**src/rtl/complex_matvec_scheduler_if.sv**
```systemverilog
// Handshake bundle between the matrix-vector batch scheduler and its complex row units.
// The slave side is the scheduler, and the master side is the requester plus the unit array.
interface complex_matvec_scheduler_if #(
   parameter int unsigned no_of_units = 4
);
   logic                   start;
   logic [no_of_units-1:0] unit_ready;
   logic [no_of_units-1:0] unit_start;
   logic [7:0]             batch_idx;
   logic                   busy;
   logic                   finish;
   logic                   error;

   modport master (
      output start, unit_ready,
      input  unit_start, batch_idx, busy, finish, error
   );

   modport slave (
      input  start, unit_ready,
      output unit_start, batch_idx, busy, finish, error
   );
endinterface

```
**src/rtl/complex_matvec_scheduler.sv**
```systemverilog
// Sequences padded matrix rows through parallel complex row units in batches, then drains the decoder.
// The optional WAIT watchdog is enabled by the macro COMPLEX_MATVEC_TIMEOUT_EN.
module complex_matvec_scheduler #(
   parameter int unsigned no_of_eqn_per_cluster = 3,
   parameter int unsigned no_of_units           = 4,
   parameter int unsigned NI                    = 8,
   parameter int unsigned drain_cycles          = 10,
   parameter int unsigned timeout_cycles        = 64
) (
   input logic                        clk,
   input logic                        reset,
   complex_matvec_scheduler_if.slave  bus
);
   localparam int unsigned total    = no_of_eqn_per_cluster + (NI - no_of_eqn_per_cluster % NI);
   localparam int unsigned batches  = total / no_of_units;
   localparam int unsigned last_idx = batches - 1;
   localparam int unsigned dw       = (drain_cycles > 1) ? $clog2(drain_cycles) : 1;

   if (batches < 1 || drain_cycles < 1 || timeout_cycles < 1) begin : g_bad_cfg
      $error("complex_matvec_scheduler: illegal parameter combination");
   end

   typedef enum logic [2:0] {IDLE, ISSUE, WAIT, DRAIN, DONE} state_t;

   state_t                 state, state_n;
   logic [7:0]             idx, idx_n;
   logic [dw-1:0]          drain_cnt, drain_n;
   logic [no_of_units-1:0] unit_start_q;
   logic                   busy_q, finish_q;
   logic                   err;

`ifdef COMPLEX_MATVEC_TIMEOUT_EN
   localparam int unsigned ww = (timeout_cycles > 1) ? $clog2(timeout_cycles) : 1;
   logic [ww-1:0] wd, wd_n;
   logic          set_err;
`endif

   // Next-state and counter decode
   always_comb begin
      state_n = state;
      idx_n   = idx;
      drain_n = drain_cnt;
`ifdef COMPLEX_MATVEC_TIMEOUT_EN
      wd_n    = wd;
      set_err = 1'b0;
`endif
      case (state)
         IDLE: begin
            idx_n   = '0;
            drain_n = '0;
            if (bus.start && !err) state_n = ISSUE;
         end
         ISSUE: begin
`ifdef COMPLEX_MATVEC_TIMEOUT_EN
            wd_n = '0;
`endif
            state_n = bus.start ? WAIT : IDLE;
            if (!bus.start) idx_n = '0;
         end
         WAIT: begin
            if (!bus.start) begin
               state_n = IDLE;
               idx_n   = '0;
            end else if (&bus.unit_ready) begin
               if (idx == 8'(last_idx)) begin
                  drain_n = dw'(drain_cycles - 1);
                  state_n = DRAIN;
               end else begin
                  idx_n   = 8'(idx + 8'd1);
                  state_n = ISSUE;
               end
`ifdef COMPLEX_MATVEC_TIMEOUT_EN
            end else if (wd == ww'(timeout_cycles - 1)) begin
               set_err = 1'b1;
               state_n = IDLE;
               idx_n   = '0;
            end else begin
               wd_n = ww'(wd + ww'(1));
`endif
            end
         end
         DRAIN: begin
            if (!bus.start) begin
               state_n = IDLE;
               idx_n   = '0;
               drain_n = '0;
            end else if (drain_cnt == '0) begin
               state_n = DONE;
            end else begin
               drain_n = dw'(drain_cnt - dw'(1));
            end
         end
         DONE: begin
            if (!bus.start) begin
               state_n = IDLE;
               idx_n   = '0;
            end
         end
         default: begin
            state_n = IDLE;
            idx_n   = '0;
            drain_n = '0;
         end
      endcase
`ifdef COMPLEX_MATVEC_TIMEOUT_EN
      if (state_n == IDLE) wd_n = '0;
`endif
   end

   // State, counters and outputs registered from the next-state decode
   always_ff @(posedge clk) begin
      if (reset) begin
         state        <= IDLE;
         idx          <= '0;
         drain_cnt    <= '0;
         unit_start_q <= '0;
         busy_q       <= 1'b0;
         finish_q     <= 1'b0;
      end else begin
         state        <= state_n;
         idx          <= idx_n;
         drain_cnt    <= drain_n;
         unit_start_q <= (state_n == ISSUE) ? '1 : '0;
         busy_q       <= (state_n == ISSUE) || (state_n == WAIT) || (state_n == DRAIN);
         finish_q     <= (state_n == DONE);
      end
   end

`ifdef COMPLEX_MATVEC_TIMEOUT_EN
   // Watchdog counter and sticky error; error holds IDLE until start is released
   always_ff @(posedge clk) begin
      if (reset) begin
         wd  <= '0;
         err <= 1'b0;
      end else begin
         wd <= wd_n;
         if (!bus.start)   err <= 1'b0;
         else if (set_err) err <= 1'b1;
      end
   end
`else
   assign err = 1'b0;
`endif

   assign bus.unit_start = unit_start_q;
   assign bus.batch_idx  = idx;
   assign bus.busy       = busy_q;
   assign bus.finish     = finish_q;
   assign bus.error      = err;
endmodule

```
**src/flat_wrapper.sv**
```systemverilog
// flat-port wrapper written by rule: the top's interface ports become plain ports
module complex_matvec_scheduler_flat 
#(
   parameter int unsigned no_of_eqn_per_cluster = 3,
   parameter int unsigned no_of_units           = 4,
   parameter int unsigned NI                    = 8,
   parameter int unsigned drain_cycles          = 10,
   parameter int unsigned timeout_cycles        = 64
)
  (clk, reset, bus_start, bus_unit_ready, bus_unit_start, bus_batch_idx, bus_busy, bus_finish, bus_error);
  complex_matvec_scheduler_if #(.no_of_units(no_of_units)) bus_i ();
  input logic clk;
  input logic reset;
  input wire logic [$bits(bus_i.start)-1:0] bus_start;
  input wire logic [$bits(bus_i.unit_ready)-1:0] bus_unit_ready;
  output wire logic [$bits(bus_i.unit_start)-1:0] bus_unit_start;
  output wire logic [$bits(bus_i.batch_idx)-1:0] bus_batch_idx;
  output wire logic [$bits(bus_i.busy)-1:0] bus_busy;
  output wire logic [$bits(bus_i.finish)-1:0] bus_finish;
  output wire logic [$bits(bus_i.error)-1:0] bus_error;
  assign bus_i.start = bus_start;
  assign bus_i.unit_ready = bus_unit_ready;
  assign bus_unit_start = bus_i.unit_start;
  assign bus_batch_idx = bus_i.batch_idx;
  assign bus_busy = bus_i.busy;
  assign bus_finish = bus_i.finish;
  assign bus_error = bus_i.error;
  complex_matvec_scheduler #(.no_of_eqn_per_cluster(no_of_eqn_per_cluster), .no_of_units(no_of_units), .NI(NI), .drain_cycles(drain_cycles), .timeout_cycles(timeout_cycles)) u_core (.clk(clk), .reset(reset), .bus(bus_i));
endmodule
```
**config.mk**
```make
export PLATFORM = sky130hd
export DESIGN_NAME = complex_matvec_scheduler_flat
export DESIGN_NICKNAME = d
export VERILOG_FILES = /design/src/rtl/complex_matvec_scheduler_if.sv /design/src/rtl/complex_matvec_scheduler.sv /design/src/flat_wrapper.sv
export SDC_FILE = /design/constraint.sdc
export NUM_CORES = 1
export LEC_CHECK = 0
export ABC_AREA = 1
export BUFFER_PORTS_ARGS = -buffer_cell sky130_fd_sc_hd__buf_4
export CAP_MARGIN = 20
export CORE_ASPECT_RATIO = 0.7
export CORE_UTILIZATION = 30
export DETAILED_ROUTE_END_ITERATION = 7
export GPL_TIMING_DRIVEN = 0
export PLACE_DENSITY = 0.47
export SLEW_MARGIN = 20
export SYNTH_ARGS = -nofsm -noshare
export SYNTH_HDL_FRONTEND = slang
export SYNTH_SLANG_ARGS = --single-unit
```
**constraint.sdc**
```tcl
create_clock -name clk -period 3.3 [get_ports clk]
set_input_delay 0.165 -clock clk [delete_from_list [all_inputs] [get_ports clk]]
set_output_delay 0.165 -clock clk [all_outputs]
set_load 0.01 [all_outputs]
```
==> metrics.txt, run 1 <==
floorplan row count=18; setup TNS=0 ns; Resize count post-CTS=0; critical path capture point type=flip-flop; Min Hold Slack=0.09866 ns; post-synthesis instance area=1140 µm²; global route overflow=0; drt wl/cell=11.05 µm; count of different cell masters after synthesis=22; slew margin rel.=around 65%; WL final=between 2000 and 3000 µm; CTS Root Cell=clkbuf_8; Cell Area, Placed=1353 µm²; Leak=0.0006254 µW; Sink Count=18; met2 WL=1153 µm; power per cell area=322.1 nW/µm²; largest net degree at the start of global routing=11; RSZ-0062 raised after global routing=false; critical path required time=3.41 ns; most common cell in the netlist=nand2_1; Setup CP Type=reg -> reg; Post-synth ARST share=0%; placed cell count=approximately 250; setup bufs post-CTS=0; Synth area leader=dfxtp_1; DRC=0; final setup fails=0; DRT iter0 DRCs=106; CTS tree=done; Synthesized Nets=192; Die ar.=~4100 µm²; Final Cycle Share=between 40 and 50%; Die W=75.68 µm; Max Freq=0.6370 GHz; vias in the first global route=963; Data arrival, critical path=1.68 ns; Ports=22; Detailed Routing Iterations Pass 1=4; worst slew pin tran=between 0.5 and 0.6 ns; Post-synth top cells=nand2_1 (44), nor2_1 (30), nand3_1 (26), dfxtp_1 (18), inv_1 (17); post-route ant nets=0; core box area=3581 µm²; Hold Buf Count CTS=0; Initial Utilization=31.83%; diode count=0; Metal-1 WL=1468 µm; gpl congestion=0.8143; Worst Skew=approximately 0.0059 ns; P&R area growth vs syn=22.28%; ys flop type=dfxtp_1; Clk Latency, worst-skew pair=0.25 ns; H-tree lvl count=1; routed vias/inst=4.520; met3 wire length=around 170 µm; EDFF count, synth=0; CP startpoint kind=flip-flop; IO buf count=20; layout cells sized above 1=19.61%; Non-Filler Instances=254; Final Core Density=38.92%; top sig layer=met4; outcome=completed; global-route wire length before repair=between 4000 and 5000 µm; Worst VDD drop=0.0001918 V; Tot GR Track Use=15.32%; clk buf depth=2; worst hold path type=in -> reg; Layout Nets=217; clock-pin slew on the worst setup and hold paths=0.07 ns; DP Wirelength=about 2100 µm; yosys warns=0; Mapped Cells=181; Die Ht=53.57 µm; max-slew violations=0; CTS buffer count=3; Mapped Avg Cell Area=approximately 6.3 µm²; Finished Cell Area=approximately 1400 µm²; ranking of synthesized cells by area=dfxtp_1 (32%), nand2_1 (14%), nand3_1 (11%); final hold violations=0; initial antenna violation count=0; post-layout minimum cycle time=between 1.5 and 2 ns; CP max FO=7; share of the synthesized area in the top cell type=31.61%; Synth Register Bits=18; Max Cap Viol=0; DR vias=1148; sequential share of the synthesized area=between 30% and 40%
## cells by family (layout without fill, tap and decap cells)
kind of cell | Yosys count | count (layout) | synth area share [%]
DFF | 18 | 18 | 31.61
adders and majority gates | 4 | 4 | 4.391
AOI/OAI and AO/OA | 16 | 16 | 8.013
and+or+nand+nor | 116 | 116 | 44.90
other | 1 | 1 | 0.3290
buffers and inverters | 26 | 49 | 10.76
## placed cells by master (no fill, tap or decap)
master    count
o21ai_0       5
nand2_1      44
nand2_2       1
clkbuf_8      3
inv_2         1
nor3_1        3
nand3_1      26
nor2_2        3
clkbuf_1      1
buf_4        24
conb_1        1
nand2_4       1
dfxtp_1      18
a21oi_1      10
buf_6         1
inv_1        17
or2_2         3
nor2_1       30
ha_1          4
nand3b_1      2
buf_2         2
nand4_1       3
a21oi_4       1
## power by group
part           switching, µW  internal, µW
registers               5.07           223
clock network           69.8          81.0
logic                   40.2          29.4
total                    115           334
## area by class of cell
type	count	area (µm²)
clock buffer	3	41.29
tap	50	62.56
buffer	8	55.05
timing repair buffer	20	150.1
inverter	18	67.56
fill	385	2187
multi-input combinational	137	656.9
sequential	18	360.3
## final timing paths
| check | start | endpoint | slack (ns) | cells after the start |
|---|---|---|---|---|
| worst max-delay path | u_core.bus.batch_idx[0]$_SDFFE_PP0P_ | u_core.drain_cnt[0]$_SDFFE_PP0P_ | 1.73 | 8 |
| worst min-delay path | reset | u_core.bus.batch_idx[7]$_SDFFE_PP0P_ | 0.1 | 2 |
| worst max register to register | u_core.bus.batch_idx[0]$_SDFFE_PP0P_ | u_core.drain_cnt[0]$_SDFFE_PP0P_ | 1.73 | 8 |
| worst min register to register | u_core.drain_cnt[0]$_SDFFE_PP0P_ | u_core.drain_cnt[0]$_SDFFE_PP0P_ | 0.48 | 2 |
## layer usage
metal | vias to the layer above | global-route usage [%]
met1 | 489 | 23.16
met3 | 2 | 3.933
met2 | 34 | 22.17
met5 | - | 0
met4 | 0 | 1.852
li1 | 623 | -
## flip-flops by register name, indices dropped and copies added, names as in the netlist
register / count
u_core.bus.finish: 1
u_core.bus.unit_start: 1
u_core.bus.busy: 1
u_core.drain_cnt: 4
u_core.state: 3
u_core.bus.batch_idx: 8
## worst max-delay path, cell delays in order (launching register included)
cell and delay, ns:
dfxtp_1 0.45, ha_1 0.19, nand3_1 0.10, nor2_1 0.15, nand2_1 0.07, nand2_1 0.17
nand2_1 0.16, nand2_1 0.09, a21oi_1 0.05
## through the flow
stage | power (µW) | setup WS, ns
5_1_grt | 476.5 | 1.581
2_1_floorplan | 277.4 | 1.956
3_5_place_dp | 302.9 | 1.755
3_3_place_gp | 302.3 | 1.769
6_report | 449.0 | 1.730
4_1_cts | 457.6 | 1.747
No activity file was read; power rests on OpenSTA's default activity.
==> run 2, diff against run 1 <==
Settings changed: ABC_AREA 1 to 0.
Clock period 3.3 ns to 1.6 ns, I/O delays scaled along.
==> metrics.txt, run 2 <==
outcome=complete, but fails checks; failing checks=negative setup slack; core box area=3276 µm²; critical path capture point type=flip-flop; crit path cell chain=inv_4, ha_4, or4b_4, o21ai_0, a21oi_1, nor4b_1; most common cell after layout, fill and taps aside=buf_4; Mapped Avg Cell Area=~8.8 µm²; Crit Reg-Reg Startpoint=u_core.bus.batch_idx[1]$_SDFFE_PP0P_; CTS Root Cell=clkbuf_8; CP max FO=4; CP Buf/Inv Count=1; worst slew pin tran=0.5089 ns; IO buf count=19; Data arrival, critical path=between 2 and 2.5 ns; vias in the first global route=approximately 940; Ports=22; setup TNS=-2.655 ns; WHS Endpoint=u_core.bus.finish$_SDFF_PP0_; clock-pin slew on the worst setup and hold paths=roughly 0.07 ns; Setup CP Type=reg -> reg; slowest cell delay on critical path=0.48 ns; hold path start=bus_start; hold path depth=2; share of the synthesized area in the top cell type=33.41%; power per cell area=665.3 nW/µm²; Sink Count=18; critical path required time=1.72 ns; Layout Nets=164; Non-Filler Instances=199; global route overflow=0; yosys warns=0; EDFF count, synth=0; ys flop type=dfxtp_1; most frequent cells in the layout=buf_4 (31), dfxtp_1 (14), a21oi_1 (7), or4_1 (6); ranking of synthesized cells by area=dfxtp_1 (33%), ha_1 (4.6%), or4_1 (4.2%); largest net degree at the start of global routing=11; final hold violations=0; max reg flops=8; P&R area growth vs syn=39.10%; Synth area leader=dfxtp_1; Final Cycle Share=118.5%; Detailed Routing Iterations Pass 1=4; post-route ant nets=0; Worst VDD drop=between 0.0004 and 0.0005 V; CTS tree=done; WL final=approximately 2800 µm; placed cell count=189; count of different cell masters after synthesis=about 40; post-layout minimum cycle time=1.896 ns; Max Cap Viol=0; gpl congestion=0.7820; Leak=0.0005930 µW; Clk Latency, worst-skew pair=0.26 ns; Final Core Density=45.80%; Worst R2R Setup Slack=-0.30 ns; Post-synth top cells=dfxtp_1 (18), a21oi_1 (7), inv_1 (6), or4_1 (6); H-tree lvl count=1; fill cell count=339; DRC=0; DR vias=about 1000; DRT iter0 DRCs=37; initial antenna violation count=0; PnR worst setup slack=-0.2958 ns; post-synthesis instance area=1079 µm²; slew margin rel.=66.07%; CP startpoint kind=flip-flop; slowest cell on the critical path=or4b_4; Initial Utilization=between 30% and 40%; WP depth=6; sequential share of the synthesized area=~33%; Hold Buf Count CTS=0; clk buf depth=2; drt wl/cell=about 14 µm; max-slew violations=0; Mapped Cells=123; CTS buffer count=3; Die W=73.67 µm; Post-synth ARST share=0%; Tot GR Track Use=16.49%; most common cell in the netlist=dfxtp_1; reg-to-reg endpoint=u_core.bus.unit_start[2]$_SDFF_PP0_; DP Wirelength=1950 µm; Worst Skew=0.002774 ns; routed vias/inst=between 5 and 6; Max Freq=0.5275 GHz; Die ar.=3843 µm²; layout cells sized above 1=35.53%; Synth Register Bits=18; global-route wire length before repair=4636 µm; worst hold path type=in -> reg; critical path's top delay family=simple AND/OR/NAND/NOR gates; floorplan row count=17; worst reg2reg path depth=6; final setup fails=14; Synthesized Nets=134; Die Ht=52.17 µm; RSZ-0062 raised after global routing=true; diode count=0
-- run 2: worst reg2reg max path, delay by kind of cell (launching register included) --
kind	cells	cell delay, ns
compound gates	2	0.59
fa+ha+maj	1	0.11
buf+inv	1	0.05
flops	1	0.36
simple gates	2	0.65
-- run 2: worst max path at each step --
stage | startpoint | endpoint | slack [ns]
after floorplan | u_core.bus.batch_idx[1]$_SDFFE_PP0P_ | u_core.drain_cnt[3]$_SDFFE_PP0P_ | -0.13
after CTS | u_core.bus.batch_idx[1]$_SDFFE_PP0P_ | u_core.drain_cnt[3]$_SDFFE_PP0P_ | -0.25
after global routing | u_core.bus.batch_idx[1]$_SDFFE_PP0P_ | u_core.bus.unit_start[2]$_SDFF_PP0_ | -0.33
after global placement | u_core.state[0]$_SDFF_PP0_ | u_core.bus.batch_idx[2]$_SDFFE_PP0P_ | -0.27
after detailed placement | u_core.state[2]$_SDFF_PP0_ | u_core.bus.batch_idx[2]$_SDFFE_PP0P_ | -0.28
final | u_core.bus.batch_idx[1]$_SDFFE_PP0P_ | u_core.bus.unit_start[2]$_SDFF_PP0_ | -0.30
-- run 2: what timing repair did --
item	in CTS	in global routing
pin swaps	0	3
resized for setup	11	13
setup buffers	3	3
endpoints found under the setup margin	16	16
-- run 2: cells by family after synthesis --
group	count (synthesis)	synth area share (%)
other	1	0.3477
DFF	18	33.41
AOI/OAI and AO/OA	32	19.84
muxes	3	2.784
buffers and inverters	16	7.425
xor gates and xnor gates	1	0.8122
and+or+nand+nor	48	30.74
adders and majority gates	4	4.641
-- run 2: layout make-up --
class / instances / area (µm²) / area share [%]
inverters: 6 / 25.02 / 1.668
clock buffers: 4 / 55.05 / 3.670
multi-input cells: 89 / 720.7 / 48.04
flip-flops and latches: 18 / 370.4 / 24.69
well taps: 47 / 58.81 / 3.920
plain buffers: 10 / 78.83 / 5.254
repair buffers: 25 / 191.4 / 12.76
-- run 2: through the flow --
stage                     setup slack, ns  hold WS, ns  power [µW]  instance area [µm²]
after global routing              -0.3340       0.1527        1050                 1500
final                             -0.2958       0.1539       998.0                 1500
after floorplan                   -0.1280       0.2259       546.0                 1086
after global placement            -0.2716       0.3799       588.1                 1287
after CTS                         -0.2507       0.1522       985.0                 1433
after detailed placement          -0.2822       0.3791       591.2                 1287
-- run 2: layer usage --
layer  part of all wire (%)  global-route usage [%]
met5                      0                       0
met4                   0.25                   1.923
met3                    4.4                   4.845
met2                     41                   22.94
met1                     54                   25.21
-- run 2: power breakdown --
group          switching (µW)  leakage [µW]  internal (µW)  total [µW]
Clock                     166     0.0000288            219         385
Sequential               8.51      0.000148            454         463
Combinational            73.3      0.000416           77.0         150
==> run 3, diff against run 2 <==
==> constraint.sdc (replaced) <==
create_clock -name clk -period 1.6 [get_ports clk]
set_input_delay 0.08 -clock clk [delete_from_list [all_inputs] [get_ports clk]]
set_output_delay 0.08 -clock clk [all_outputs]
set_load 0.1 [all_outputs]
==> metrics.txt, run 3 (synthesis results as in run 2) <==
diode count=0; Leak=0.0006352 µW; slowest cell delay on critical path=0.46 ns; CTS Root Cell=clkbuf_8; fill cell count=309; max-slew violations=0; Hold Buf Count CTS=0; dpl ws=-0.2900 ns; most common cell after layout, fill and taps aside=buf_4; hold path depth=2; worst hold path type=in -> reg; Sink Count=18; most used cell along the critical path=buf_4; initial antenna violation count=0; Min Hold Slack=0.1664 ns; slowest cell on the critical path=or4b_4; Crit Reg-Reg Startpoint=u_core.bus.batch_idx[1]$_SDFFE_PP0P_; Worst Skew=between 0.004 and 0.005 ns; global-route wire length before repair=4643 µm; Final Cycle Share=118.4%; multi-input logic area=767.0 µm²; DRC=0; max reg flops=8; Initial Utilization=32.93%; layout cells sized above 1=about half; gpl congestion=a little under 0.8; Layout Nets=between 150 and 200; Cell Area, Placed=1308 µm²; post-layout minimum cycle time=1.895 ns; failing checks=negative setup slack; CTS buffer count=3; IO buf count=19; Worst R2R Setup Slack=-0.29 ns; Worst VDD drop=0.0003135 V; post-route ant nets=0; core box area=between 3000 and 4000 µm²; H-tree lvl count=1; WHS Endpoint=u_core.bus.finish$_SDFF_PP0_; Data arrival, critical path=approximately 2.1 ns; Finished Cell Area=1602 µm²; PnR worst setup slack=-0.2949 ns; final setup fails=14; Die ar.=3843 µm²; global route overflow=0; WL final=2880 µm; DR vias=1060; Non-Filler Instances=205; largest net degree at the start of global routing=11; Ports=22; crit path cell chain=inv_2, ha_4, or4b_4, buf_4, nor3_4, buf_6, buf_4, o21ai_0, a21oi_1; routed vias/inst=5.171; FF/Latch Area=~380 µm²; clock-pin slew on the worst setup and hold paths=0.07 ns; Clk Latency, worst-skew pair=roughly 0.26 ns; P&R area growth vs syn=48.49%; clk buf depth=2; drt wl/cell=14.05 µm; reg-to-reg endpoint=u_core.bus.batch_idx[1]$_SDFFE_PP0P_; placed cell count=189; final hold violations=0; Die W=73.67 µm; critical path capture point type=flip-flop; Detailed Routing Iterations Pass 1=6; Die Ht=52.17 µm; CP startpoint kind=flip-flop; RSZ-0062 raised after global routing=true; Setup CP Type=reg -> reg; worst slew pin tran=0.5665 ns; Max Cap Viol=0; outcome=complete, but fails checks; most frequent cells in the layout=buf_4 (36), dfxtp_2 (9), dfxtp_1 (7); power per cell area=665.4 nW/µm²; Tot GR Track Use=16.24%; floorplan row count=17; DP Wirelength=1897 µm; Max Freq=~0.53 GHz; vias in the first global route=between 900 and 1000; slew margin rel.=roughly 62%; critical path required time=1.78 ns; hold path start=bus_start; DRT iter0 DRCs=32; CTS tree=done; CP max FO=5; worst reg2reg path depth=9
-- run 3: cell types whose count changed in the layout (fill, tap and decap cells not counted), sizes merged --
cell  change
buf       +6
-- run 3: worst max path at each step --
| stage | end | from | slack, ns |
|---|---|---|---|
| floorplan | u_core.drain_cnt[3]$_SDFFE_PP0P_ | u_core.bus.batch_idx[0]$_SDFFE_PP0P_ | -0.34 |
| global route | u_core.bus.batch_idx[1]$_SDFFE_PP0P_ | u_core.bus.batch_idx[1]$_SDFFE_PP0P_ | -0.35 |
| CTS | u_core.drain_cnt[3]$_SDFFE_PP0P_ | u_core.bus.batch_idx[1]$_SDFFE_PP0P_ | -0.25 |
| finish | u_core.bus.batch_idx[1]$_SDFFE_PP0P_ | u_core.bus.batch_idx[1]$_SDFFE_PP0P_ | -0.29 |
| global placement | u_core.bus.batch_idx[2]$_SDFFE_PP0P_ | u_core.state[0]$_SDFF_PP0_ | -0.34 |
| detailed placement | u_core.bus.batch_idx[2]$_SDFFE_PP0P_ | u_core.state[0]$_SDFF_PP0_ | -0.29 |
-- run 3: routing by layer --
| layer | GRT usage [%] | part of all wire, % | vias up |
|---|---|---|---|
| li1 | - | - | 534 |
| met1 | 21.74 | 52 | 502 |
| met2 | 25.99 | 43 | 22 |
| met3 | 4.651 | 4.3 | 2 |
| met4 | 3.205 | 0.24 | 0 |
| met5 | 0 | 0 | - |
-- run 3: critical path, delay by kind of cell (launching register included) --
| family | cells | cell delay, ns |
|---|---|---|
| flops | 1 | 0.35 |
| buf+inv | 4 | 0.48 |
| compound gates | 2 | 0.21 |
| fa+ha+maj | 1 | 0.12 |
| simple gates | 2 | 0.66 |
-- run 3: final cells by class --
class,instances,share of cell area [%]
Sequential cell,18,23.67
Timing Repair Buffer,31,14.77
Tap cell,47,3.672
Buffer,10,5.156
Multi-Input combinational cell,89,47.89
Inverter,6,1.406
Clock buffer,4,3.437
-- run 3: repair_timing --
item                                    CTS  global route
gates resized for setup                  16            22
pin swaps                                 4             4
buffers inserted                          4             8
endpoints found under the setup margin   16            15
-- run 3: stage by stage --
step / total power [µW] / util (%) / TNS, ns
6_report: 1066 / 48.89 / -3.245
5_1_grt: 1120 / 48.89 / -3.989
4_1_cts: 1061 / 45.03 / -2.009
3_5_place_dp: 662.3 / 39.92 / -3.100
3_3_place_gp: 660.0 / 39.92 / -3.016
2_1_floorplan: 617.4 / - / -3.752
-- run 3: power breakdown --
group	switching [µW]	internal (µW)	leakage, µW
logic	146	76.0	0.000455
clock network	162	219	0.0000288
registers	8.41	454	0.000152
